===== src/rtl/prog_fetch.sv =====
// prog_fetch: streams a contiguous run of program-memory words into a
// small prefetch FIFO and presents them on a valid/ready stream.
module prog_fetch #(
  parameter int ADDR_W     = 8,
  parameter int DATA_W     = 8,
  parameter int FIFO_DEPTH = 4
) (
  input  logic              clk,
  input  logic              rst,
  input  logic              start,
  input  logic [ADDR_W-1:0] start_addr,
  input  logic [ADDR_W-1:0] len,
  output logic              mem_en,
  output logic [ADDR_W-1:0] mem_addr,
  input  logic [DATA_W-1:0] mem_rdata,
  output logic              out_valid,
  input  logic              out_ready,
  output logic [DATA_W-1:0] out_data,
  output logic              out_last,
  output logic              busy,
  output logic              done
);

  localparam int PTR_W = $clog2(FIFO_DEPTH);
  localparam int CNT_W = PTR_W + 1;
  localparam int REM_W = ADDR_W + 1;

  typedef enum logic [1:0] {
    IDLE,
    FETCH,
    DRAIN
  } state_t;

  state_t             state_q, state_d;
  logic [ADDR_W-1:0]  addr_q, addr_d;
  logic [REM_W-1:0]   rem_q, rem_d;
  logic               infl_q, infl_d;
  logic               infl_last_q, infl_last_d;
  logic [PTR_W-1:0]   wr_ptr_q, wr_ptr_d;
  logic [PTR_W-1:0]   rd_ptr_q, rd_ptr_d;
  logic [CNT_W-1:0]   cnt_q, cnt_d;
  logic               done_q, done_d;

  logic [DATA_W-1:0]  fifo_data [FIFO_DEPTH];
  logic               fifo_last [FIFO_DEPTH];

  logic [CNT_W-1:0]   credit;
  logic               issue;
  logic               last_issue;
  logic               push;
  logic               pop;
  logic               head_last;
  logic               final_hs;
  logic               have_word;

  // Read credit: FIFO occupancy plus the read still in flight.
  always_comb begin
    credit     = cnt_q + CNT_W'(infl_q);
    issue      = (state_q == FETCH) &&
                 (credit < CNT_W'(FIFO_DEPTH));
    last_issue = issue && (rem_q == REM_W'(1));
  end

  // FIFO handshake terms and the end-of-run condition.
  always_comb begin
    have_word = (cnt_q != '0);
    push      = infl_q;
    pop       = have_word && out_ready;
    head_last = fifo_last[rd_ptr_q];
    final_hs  = pop && head_last;
  end

  // Run control: state, address and remaining-issue count.
  always_comb begin
    state_d = state_q;
    addr_d  = addr_q;
    rem_d   = rem_q;
    done_d  = 1'b0;
    unique case (state_q)
      IDLE: begin
        if (start) begin
          state_d = FETCH;
          addr_d  = start_addr;
          if (len == '0) begin
            rem_d = {1'b1, {ADDR_W{1'b0}}};
          end else begin
            rem_d = {1'b0, len};
          end
        end
      end
      FETCH: begin
        if (last_issue) begin
          state_d = DRAIN;
        end
      end
      DRAIN: begin
        if (final_hs) begin
          state_d = IDLE;
          done_d  = 1'b1;
        end
      end
      default: begin
        state_d = IDLE;
      end
    endcase
    if (issue) begin
      addr_d = addr_q + ADDR_W'(1);
      rem_d  = rem_q - REM_W'(1);
    end
  end

  // In-flight tracking: data returns one cycle after each issue.
  always_comb begin
    infl_d      = issue;
    infl_last_d = last_issue;
  end

  // FIFO pointers and occupancy; push+pop together keeps the count.
  always_comb begin
    wr_ptr_d = wr_ptr_q;
    rd_ptr_d = rd_ptr_q;
    cnt_d    = cnt_q;
    if (push) begin
      wr_ptr_d = wr_ptr_q + PTR_W'(1);
    end
    if (pop) begin
      rd_ptr_d = rd_ptr_q + PTR_W'(1);
    end
    unique case ({push, pop})
      2'b10:   cnt_d = cnt_q + CNT_W'(1);
      2'b01:   cnt_d = cnt_q - CNT_W'(1);
      default: cnt_d = cnt_q;
    endcase
  end

  // Control registers; reset abandons any run and drops in-flight data.
  always_ff @(posedge clk or posedge rst) begin
    if (rst) begin
      state_q     <= IDLE;
      addr_q      <= '0;
      rem_q       <= '0;
      infl_q      <= 1'b0;
      infl_last_q <= 1'b0;
      wr_ptr_q    <= '0;
      rd_ptr_q    <= '0;
      cnt_q       <= '0;
      done_q      <= 1'b0;
    end else begin
      state_q     <= state_d;
      addr_q      <= addr_d;
      rem_q       <= rem_d;
      infl_q      <= infl_d;
      infl_last_q <= infl_last_d;
      wr_ptr_q    <= wr_ptr_d;
      rd_ptr_q    <= rd_ptr_d;
      cnt_q       <= cnt_d;
      done_q      <= done_d;
    end
  end

  // FIFO storage; contents are only visible while the count is non-zero.
  always_ff @(posedge clk) begin
    if (push) begin
      fifo_data[wr_ptr_q] <= mem_rdata;
      fifo_last[wr_ptr_q] <= infl_last_q;
    end
  end

  // Outputs; data and last are forced to zero when no word is held.
  always_comb begin
    mem_en    = issue;
    mem_addr  = addr_q;
    out_valid = have_word;
    out_data  = have_word ? fifo_data[rd_ptr_q] : '0;
    out_last  = have_word && head_last;
    busy      = (state_q != IDLE);
    done      = done_q;
  end

endmodule

===== config.mk =====
export PLATFORM = sky130hd
export DESIGN_NAME = prog_fetch
export DESIGN_NICKNAME = d
export VERILOG_FILES = /design/src/rtl/prog_fetch.sv
export SDC_FILE = /design/constraint.sdc
export NUM_CORES = 1
export LEC_CHECK = 0
export ABC_AREA = 1
export CORE_ASPECT_RATIO = 0.7
export CORE_MARGIN = 8
export CORE_UTILIZATION = 49
export DETAILED_ROUTE_END_ITERATION = 16
export GPL_TIMING_DRIVEN = 0
export PLACE_DENSITY = 0.85
export SKIP_CTS_REPAIR_TIMING = 1
export SLEW_MARGIN = 25
export SYNTH_ARGS = -nofsm -noshare
export SYNTH_HDL_FRONTEND = slang
export SYNTH_SLANG_ARGS = --single-unit

===== constraint.sdc =====
create_clock -name clk -period 1.9 [get_ports clk]
set_input_delay 0.475 -clock clk [delete_from_list [all_inputs] [get_ports clk]]
set_output_delay 0.475 -clock clk [all_outputs]
set_load 0.01 [all_outputs]

# Word level (Yosys, flattened, before mapping)
# Memory sizes are Yosys's and may differ from the RTL's.
# Cells that the tools add are included.
# word_totals
regBits	29
ram_bits	36
input_bits	28
output_inout_bits	21
wordCells	58
n_memories	2
# op_classes
add_sub_neg	7
order_cmp	1
eq_ne	8
mux	17
n_reduce_logical	14
# mem_list
name	depth	word_bits	read_ports	rd_clocked_by_memory_dff	write_ports	line	source
fifo_data	4	8	1	0	1	44	logic [DATA_W-1:0] fifo_data [FIFO_DEPTH];
fifo_last	4	1	1	0	1	45	logic fifo_last [FIFO_DEPTH];
# op_table
cell	n
two-way mux 9 bit	4
two-way mux 8 bit	4
equality test 9 x 1 -> 1 bit, second input constant	1
subtractor 9 x 1 -> 9 bit, second input constant	1
adder 8 x 1 -> 8 bit, second input constant	1
logical NOT 8 bit	1
nonzero test 2 bit	4
two-way mux 2 bit	3
!= test 2 bit, second input constant	3
case mux 2 bit (3 select lines)	1
case mux 3 bit (2 select lines)	1
logical AND 1 bit	5
adder 2 x 1 -> 2 bit, second input constant	2
equality test 2 x 1 -> 1 bit, second input constant	2
equality test 2 bit, second input constant	2
two-way mux 1 bit	4
adder 3 x 1 -> 3 bit	1
adder 3 x 1 -> 3 bit, second input constant	1
< comparator 3 bit, second input constant	1
AND reduction 3 bit	1
nonzero test 3 bit	1
subtractor 3 x 1 -> 3 bit, second input constant	1
logical NOT 2 bit	1
AND reduction 2 bit	1

# Longest topological paths before layout
# Gate-level depths: netlist of run 1.
# depth
depth_word	6
depth_mapped	9
depth_no_buf	9

# Worst setup path before layout of run 1
# No wires, ideal clock.
# synth_timing
kind	input to register
startpoint	in out_ready
endpoint	reg cnt_q[2]
t_arrival_ps	1669
t_required_ps	1769
slack_ps	100
stages	8
path_buffers	0
path_cell_list	inv_1 > nor2_1 > ha_1 > inv_1 > fa_1 > a21oi_1 > o21ai_0 > xor2_1
# synth_via
elab_chain_len	3
# synth_rtl
item	line	source
from (decl)	17	input logic out_ready,
logical AND 1 bit *	68	pop = have_word && out_ready;
named net pop	51	logic pop;
equality test 2 x 1 -> 1 bit or equality test 2 bit (tied branches)	129	unique case ({push, pop})
case mux 3 bit (2 select lines) or nonzero test 2 bit (tied branches)	-	
to (signal assigned)	156	cnt_q <= cnt_d;
to (decl)	41	logic [CNT_W-1:0] cnt_q, cnt_d;
# The timed path passes the listed nets; every way through them passes the cells marked *.
# A chain may end at the register's enable or synchronous reset.

# Final worst setup path of run 1
# layout_timing
startpoint	reg rd_ptr_q[1]
endpoint	out out_data[0]
# layout_via
elab_chain_len	2
# layout_rtl
item	line	source
from (decl)	40	logic [PTR_W-1:0] rd_ptr_q, rd_ptr_d;
from (signal assigned)	155	rd_ptr_q <= rd_ptr_d;
memory (4 x 8 bit)	-	
two-way mux 8 bit	174	out_data = have_word ? fifo_data[rd_ptr_q] : '0;
to (decl)	18	output logic [DATA_W-1:0] out_data,
# No other way between the ends.

==> run metrics, run 1 <==
setup TNS=-975 ps; worst setup path start=rd_ptr_q[1]; Unique masters post-synth=31; Detailed Place HPWL=roughly 5.2 mm; outcome=finished, violations left; Req. time, crit path=1420 ps; crit path time final=2090 ps; failing checks=negative setup slack; Starting Density=0.513; Crit Path Category=flip-flop to output port; PortBufs=48; Post-Syn Instances=354; vias in the first global route=2530; synthesized area=approximately 3200 µm²; Post-synth ARST share=0.446; sequential share of power=0.314; Avg WL per Cell=17.5 µm; DR pass1 iterations=5; HP Class=flip-flop to flip-flop; Setup WS post-layout=-192 ps; share of cells above drive strength 1=0.222; Rel. slew slack=0.597; H-tree depth=3; worst slew pin tran=603 ps; GRT Util Overall=0.159; final wirelength=9.16 mm; worst skew pair latency=approximately 330 ps; Max-cap violations=0; Internal Power=4380 µW; final hold violation count=0; Layout area overhead=34.5%; I/O pins=49; YS warnings=0; Hold Slack=490 ps; Power Density=around 1800 nW/µm²; synthesized area per cell=roughly 9.1 µm²; CP arrival=1620 ps; synthesized net count=391; Final ANT Viol Nets=0; Main synth FF type=edfxtp_1; placed cell count=480; vias per std cell=5.51; Overflow after GRT=0; DRC Markers=0; cell row count=24; fmax=0.478 GHz; DR vias=2885; first-pass GRT wire length=around 12 mm; pin count of the biggest net entering global routing=30; number of CTS-inserted buffers=9; Worst-path clk slew=70 ps; Net Sw Frac=0.427; GP Congestion=~0.87; CTS tree=yes; skew final=7.34 ps; root buffer cell=clkbuf_8; Worst setup EP type=output port; crit start category=flip-flop; end point of the critical path=out_data[0]; EDFF count, synth=36; nets=478; final number of setup-violating endpoints=11; reg-to-reg slack, setup=-10 ps; die height=84.0 µm; worst-case reg-to-reg path depth=9; Final Max Slew Viols=0; Final Cycle Share=1.10; sw power=roughly 3300 µW; die area=9500 µm²; # clock sinks=65; RR Endpoint=cnt_q[2]; register bit total from synthesis=65; floorplan core area=6310 µm²; DR iter-0 viols=262; total leakage power=0.00192 µW; Finished Layout Cells=524; sequential cell area fraction in the yosys report=0.559; reg2reg start=cnt_q[1]; crit path max fanout=6; Die Wd=113 µm; peak supply drop=0.748 mV; part of the power in the clock network=0.133; unrepaired setup endpoints after global routing=yes; initial antenna violation count=0; Gate power share=0.553; Antenna diodes=0; Max Root-Sink Buffers=2
-- power groups by stage --
stage	clock [µW]	sequential (µW)	combinational, µW
6_report	1020	2400	4230
2_1_floorplan	0	2310	2110
4_1_cts	1020	2320	3350
3_5_place_dp	0	2350	3320
5_1_grt	1080	2450	4610
3_3_place_gp	0	2320	3190
-- cells by family (layout without fill, tap and decap cells) --
group                    count (synthesis)  in the layout  share of synthesized area
adder cells (fa/ha/maj)                  9              9                     0.0371
AO/OA/AOI/OAI                           51             51                     0.0863
AND/OR/NAND/NOR                        161            161                      0.207
flip-flops                              65             65                      0.559
buffers and inverters                   56            148                     0.0781
XOR/XNOR                                12             12                     0.0325
-- cells in the mapped netlist, types with 2 or more instances --
| library cell | number | area (µm²) |
|---|---|---|
| clkbuf_1 | 3 | 11.3 |
| nor2_2 | 2 | 12.5 |
| nor3_1 | 2 | 10.0 |
| ha_1 | 8 | 100 |
| edfxtp_1 | 36 | 1080 |
| dfrtp_1 | 29 | 726 |
| nand3_1 | 16 | 80.1 |
| nand3_2 | 2 | 20.0 |
| xor2_1 | 7 | 61.3 |
| o21ai_0 | 30 | 150 |
| inv_1 | 40 | 150 |
| nand2_1 | 80 | 300 |
| o21ai_1 | 4 | 20.0 |
| clkinv_1 | 2 | 7.51 |
| nor2_1 | 51 | 191 |
| a21oi_1 | 11 | 55.1 |
| xnor2_1 | 5 | 43.8 |
| o211ai_1 | 2 | 15.0 |
| buf_6 | 4 | 45.0 |
| nand4_1 | 5 | 31.3 |
| buf_2 | 4 | 20.0 |
| buf_4 | 2 | 15.0 |
-- worst max-delay path: stages (launching register included) --
cell	delay, ps
dfrtp_1	350
buf_6	140
clkinvlp_4	120
buf_4	160
nor2_1	110
o21ai_0	100
a21oi_1	150
buf_2	170
-- through the flow --
| stage | cell area [µm²] | util | setup slack (ps) | total power, µW |
|---|---|---|---|---|
| after floorplan | 3230 | - | 99.9 | 4420 |
| after global placement | 3810 | 0.605 | -514 | 5510 |
| after detailed placement | 3810 | 0.605 | -574 | 5660 |
| after CTS | 3980 | 0.632 | -759 | 6690 |
| after global routing | 4350 | 0.690 | -303 | 8140 |
| final | 4350 | 0.690 | -192 | 7640 |
-- cell type report --
cell class	instances	area (µm²)
well taps	78	97.6
flip-flops and latches	65	1810
fillers	405	1960
clock buffers	9	124
multi-input cells	233	1250
clock inverters	7	46.3
repair buffers	75	703
inverters	43	173
plain buffers	13	134
repair inverters	1	7.51
-- flip-flops by register name, indices dropped and copies added, names as in the netlist --
signal,count
infl_last_q,1
fifo_data,32
wr_ptr_q,2
cnt_q,3
fifo_last,4
rem_q,9
mem_addr,8
done,1
infl_q,1
rd_ptr_q,2
state_q,2
-- worst min path at each step --
stage / start / to / slack [ps] / cells past startpoint
finish: state_q[0] / done / 490 / 1
floorplan: state_q[0] / done / 430 / 1
global placement: state_q[0] / done / 450 / 1
global route: state_q[0] / done / 520 / 1
CTS: state_q[0] / done / 470 / 1
detailed placement: state_q[0] / done / 460 / 1
-- cell usage in the layout, fill, tap and decap left out, types with 3 or more instances in the layout --
| cell type | instances |
|---|---|
| dfrtp_2 | 4 |
| nand2_1 | 77 |
| o21ai_0 | 19 |
| ha_1 | 7 |
| buf_2 | 11 |
| edfxtp_1 | 36 |
| nand2_2 | 4 |
| inv_1 | 36 |
| xor2_1 | 7 |
| o21ai_1 | 15 |
| clkinv_2 | 3 |
| nand3_1 | 16 |
| nor2_4 | 5 |
| clkinvlp_4 | 5 |
| buf_6 | 16 |
| xnor2_1 | 5 |
| clkdlybuf4s50_1 | 35 |
| a21oi_1 | 10 |
| buf_4 | 18 |
| nor2_1 | 43 |
| dlymetal6s2s_1 | 3 |
| inv_2 | 3 |
| nand4_1 | 5 |
| nor2_2 | 6 |
| dfrtp_1 | 25 |
| clkbuf_8 | 9 |
-- metal layers --
| metal | track usage | vias to the layer above | wire (µm) |
|---|---|---|---|
| met5 | 0 | - | 0 |
| met4 | 0.0711 | 0 | 322 |
| met3 | 0.0390 | 34 | 846 |
| met2 | 0.261 | 181 | 4420 |
| met1 | 0.194 | 1355 | 3570 |
| li1 | - | 1315 | - |
(Power assumes the default switching activity.)
==> run 2: changes to the inputs <==
- CORE_UTILIZATION: 49 -> 53
- PLACE_DENSITY: 0.85 -> 0.88
- clock period: 1.9 -> 2.15 ns (I/O delays scaled with it)
==> run 2 against run 1 <==
Against the previous run: highest routed layer unchanged; flip-flop and latch count unchanged; critical endpoint unchanged; clock power up 15%; utilization is 3.7 points higher; wire length up 3.9%; via count increased by 1.7%; non-clock buffer count down 9; global-route usage increased by 2.5 points; largest power group unchanged; the run still ends with negative setup slack left; sequential power down 12%; worst hold slack improved by 32 ps; critical path depth down 1.
==> run metrics, run 2 (synthesis gave the netlist of run 1 again) <==
initial antenna violation count=0; share of cells above drive strength 1=0.167; total leakage power=0.00189 µW; die height=81.4 µm; Worst setup EP type=output port; outcome=finished, violations left; fillers=370; pre-CTS WS=-444 ps; vias per std cell=5.73; Power Density=about 1600 nW/µm²; Final Max Slew Viols=0; most common cell after layout, fill and taps aside=nand2_1; Top Usage Layer GRT=met2; Worst-path clk slew=around 80 ps; Die Wd=around 110 µm; CTS tree=yes; Crit Path Category=flip-flop to output port; CP max stage cell=dfrtp_1; crit-path max cell delay=350 ps; floorplan core area=5810 µm²; Final Cycle Share=1.03; reg2reg start=cnt_q[0]; cell row count=23; nets=469; DR iter-0 viols=260; Pwr Total=6770 µW; Starting Density=0.556; peak supply drop=0.681 mV; Setup WS post-layout=-69.4 ps; CP arrival=approximately 1700 ps; crit path time final=2220 ps; Rel. slew slack=0.573; Final ANT Viol Nets=0; GRT Util Overall=0.184; crit start category=flip-flop; Detailed Place HPWL=5.24 mm; failing checks=negative setup slack; met2 usage=0.314; Overflow after GRT=0; skew final=around 9.2 ps; placed cell count=477; unrepaired setup endpoints after global routing=yes; met1 usage=0.213; max FFs per register=32; most frequent cells in the layout=80 x nand2_1, 46 x nor2_1, 39 x inv_1, 37 x clkdlybuf4s50_1, 36 x edfxtp_1; final wirelength=9.52 mm; die area=8900 µm²; RR Endpoint=cnt_q[2]; Finished Layout Cells=between 500 and 600; reg-to-reg slack, setup=-20 ps; H-tree depth=3; crit path max fanout=6; final number of setup-violating endpoints=6; first-pass GRT wire length=approximately 13 mm; HP Class=flip-flop to flip-flop; fmax=approximately 0.45 GHz; GP Congestion=about 0.86; worst skew pair latency=350 ps; Req. time, crit path=between 1500 and 2000 ps; final hold violation count=0; DR vias=2933; M3 GR Usage=0.0545; DR pass1 iterations=5; Max Root-Sink Buffers=2; number of CTS-inserted buffers=9; end point of the critical path=out_data[0]; setup TNS=-197 ps; root buffer cell=clkbuf_8; DRC Markers=0; Avg WL per Cell=~19 µm; pin count of the biggest net entering global routing=30; Antenna diodes=0; PortBufs=48; I/O pins=49; Layout area overhead=30.6%; vias in the first global route=2709; Max-cap violations=0; # clock sinks=65; Reg with most FFs=fifo_data; ordered cell list for the critical path=buf_6 > clkinvlp_4 > nor2_1 > o21ai_0 > a21oi_1 > dlymetal6s2s_1; worst slew pin tran=640 ps; worst-case reg-to-reg path depth=9; worst setup path start=rd_ptr_q[1]
[run 2: layout make-up]
| type | instances | area, µm² | area share |
|---|---|---|---|
| sequential | 65 | 1810 | 0.428 |
| multi-input combinational | 233 | 1210 | 0.286 |
| timing repair buffer | 66 | 599 | 0.142 |
| inverter | 43 | 165 | 0.0391 |
| clock buffer | 9 | 124 | 0.0293 |
| buffer | 13 | 123 | 0.0290 |
| clock inverter | 7 | 95.1 | 0.0225 |
| tap | 75 | 93.8 | 0.0222 |
| timing repair inverter | 1 | 7.51 | 0.00178 |
[run 2: per-stage QoR]
stage	cell area (µm²)	hold slack, ps	utilization
after detailed placement	3810	460	0.655
final	4220	522	0.727
after floorplan	3230	432	-
after CTS	4030	490	0.693
after global routing	4220	539	0.727
after global placement	3810	452	0.655
[run 2: critical path: cells and delay by family (launching register included)]
family          cells  cell delay (ps)
compound gates      2              300
buf+inv             3              490
flops               1              350
simple gates        1              170
[run 2: worst min path at each step]
stage / slack, ps / endpoint / from / cells past startpoint
floorplan: 430 / done / state_q[0] / 1
global placement: 450 / done / state_q[0] / 1
detailed placement: 460 / done / state_q[0] / 1
CTS: 490 / done / state_q[0] / 1
global route: 540 / fifo_last[3] / infl_last_q / 0
finish: 520 / fifo_last[1] / infl_last_q / 0
[run 2: power by group]
part           internal, µW  leakage, µW  total (µW)  switching [µW]
Clock                   652     0.000111        1170             519
Sequential             1760     0.000677        2120             355
Combinational          1480      0.00111        3480            2000
Total                  3890      0.00189        6770            2870
[run 2: routing by layer]
layer / wire length [µm] / vias up
li1: - / 1303
met1: 3670 / 1415
met2: 4820 / 172
met3: 761 / 43
met4: 265 / 0
met5: 0 / -
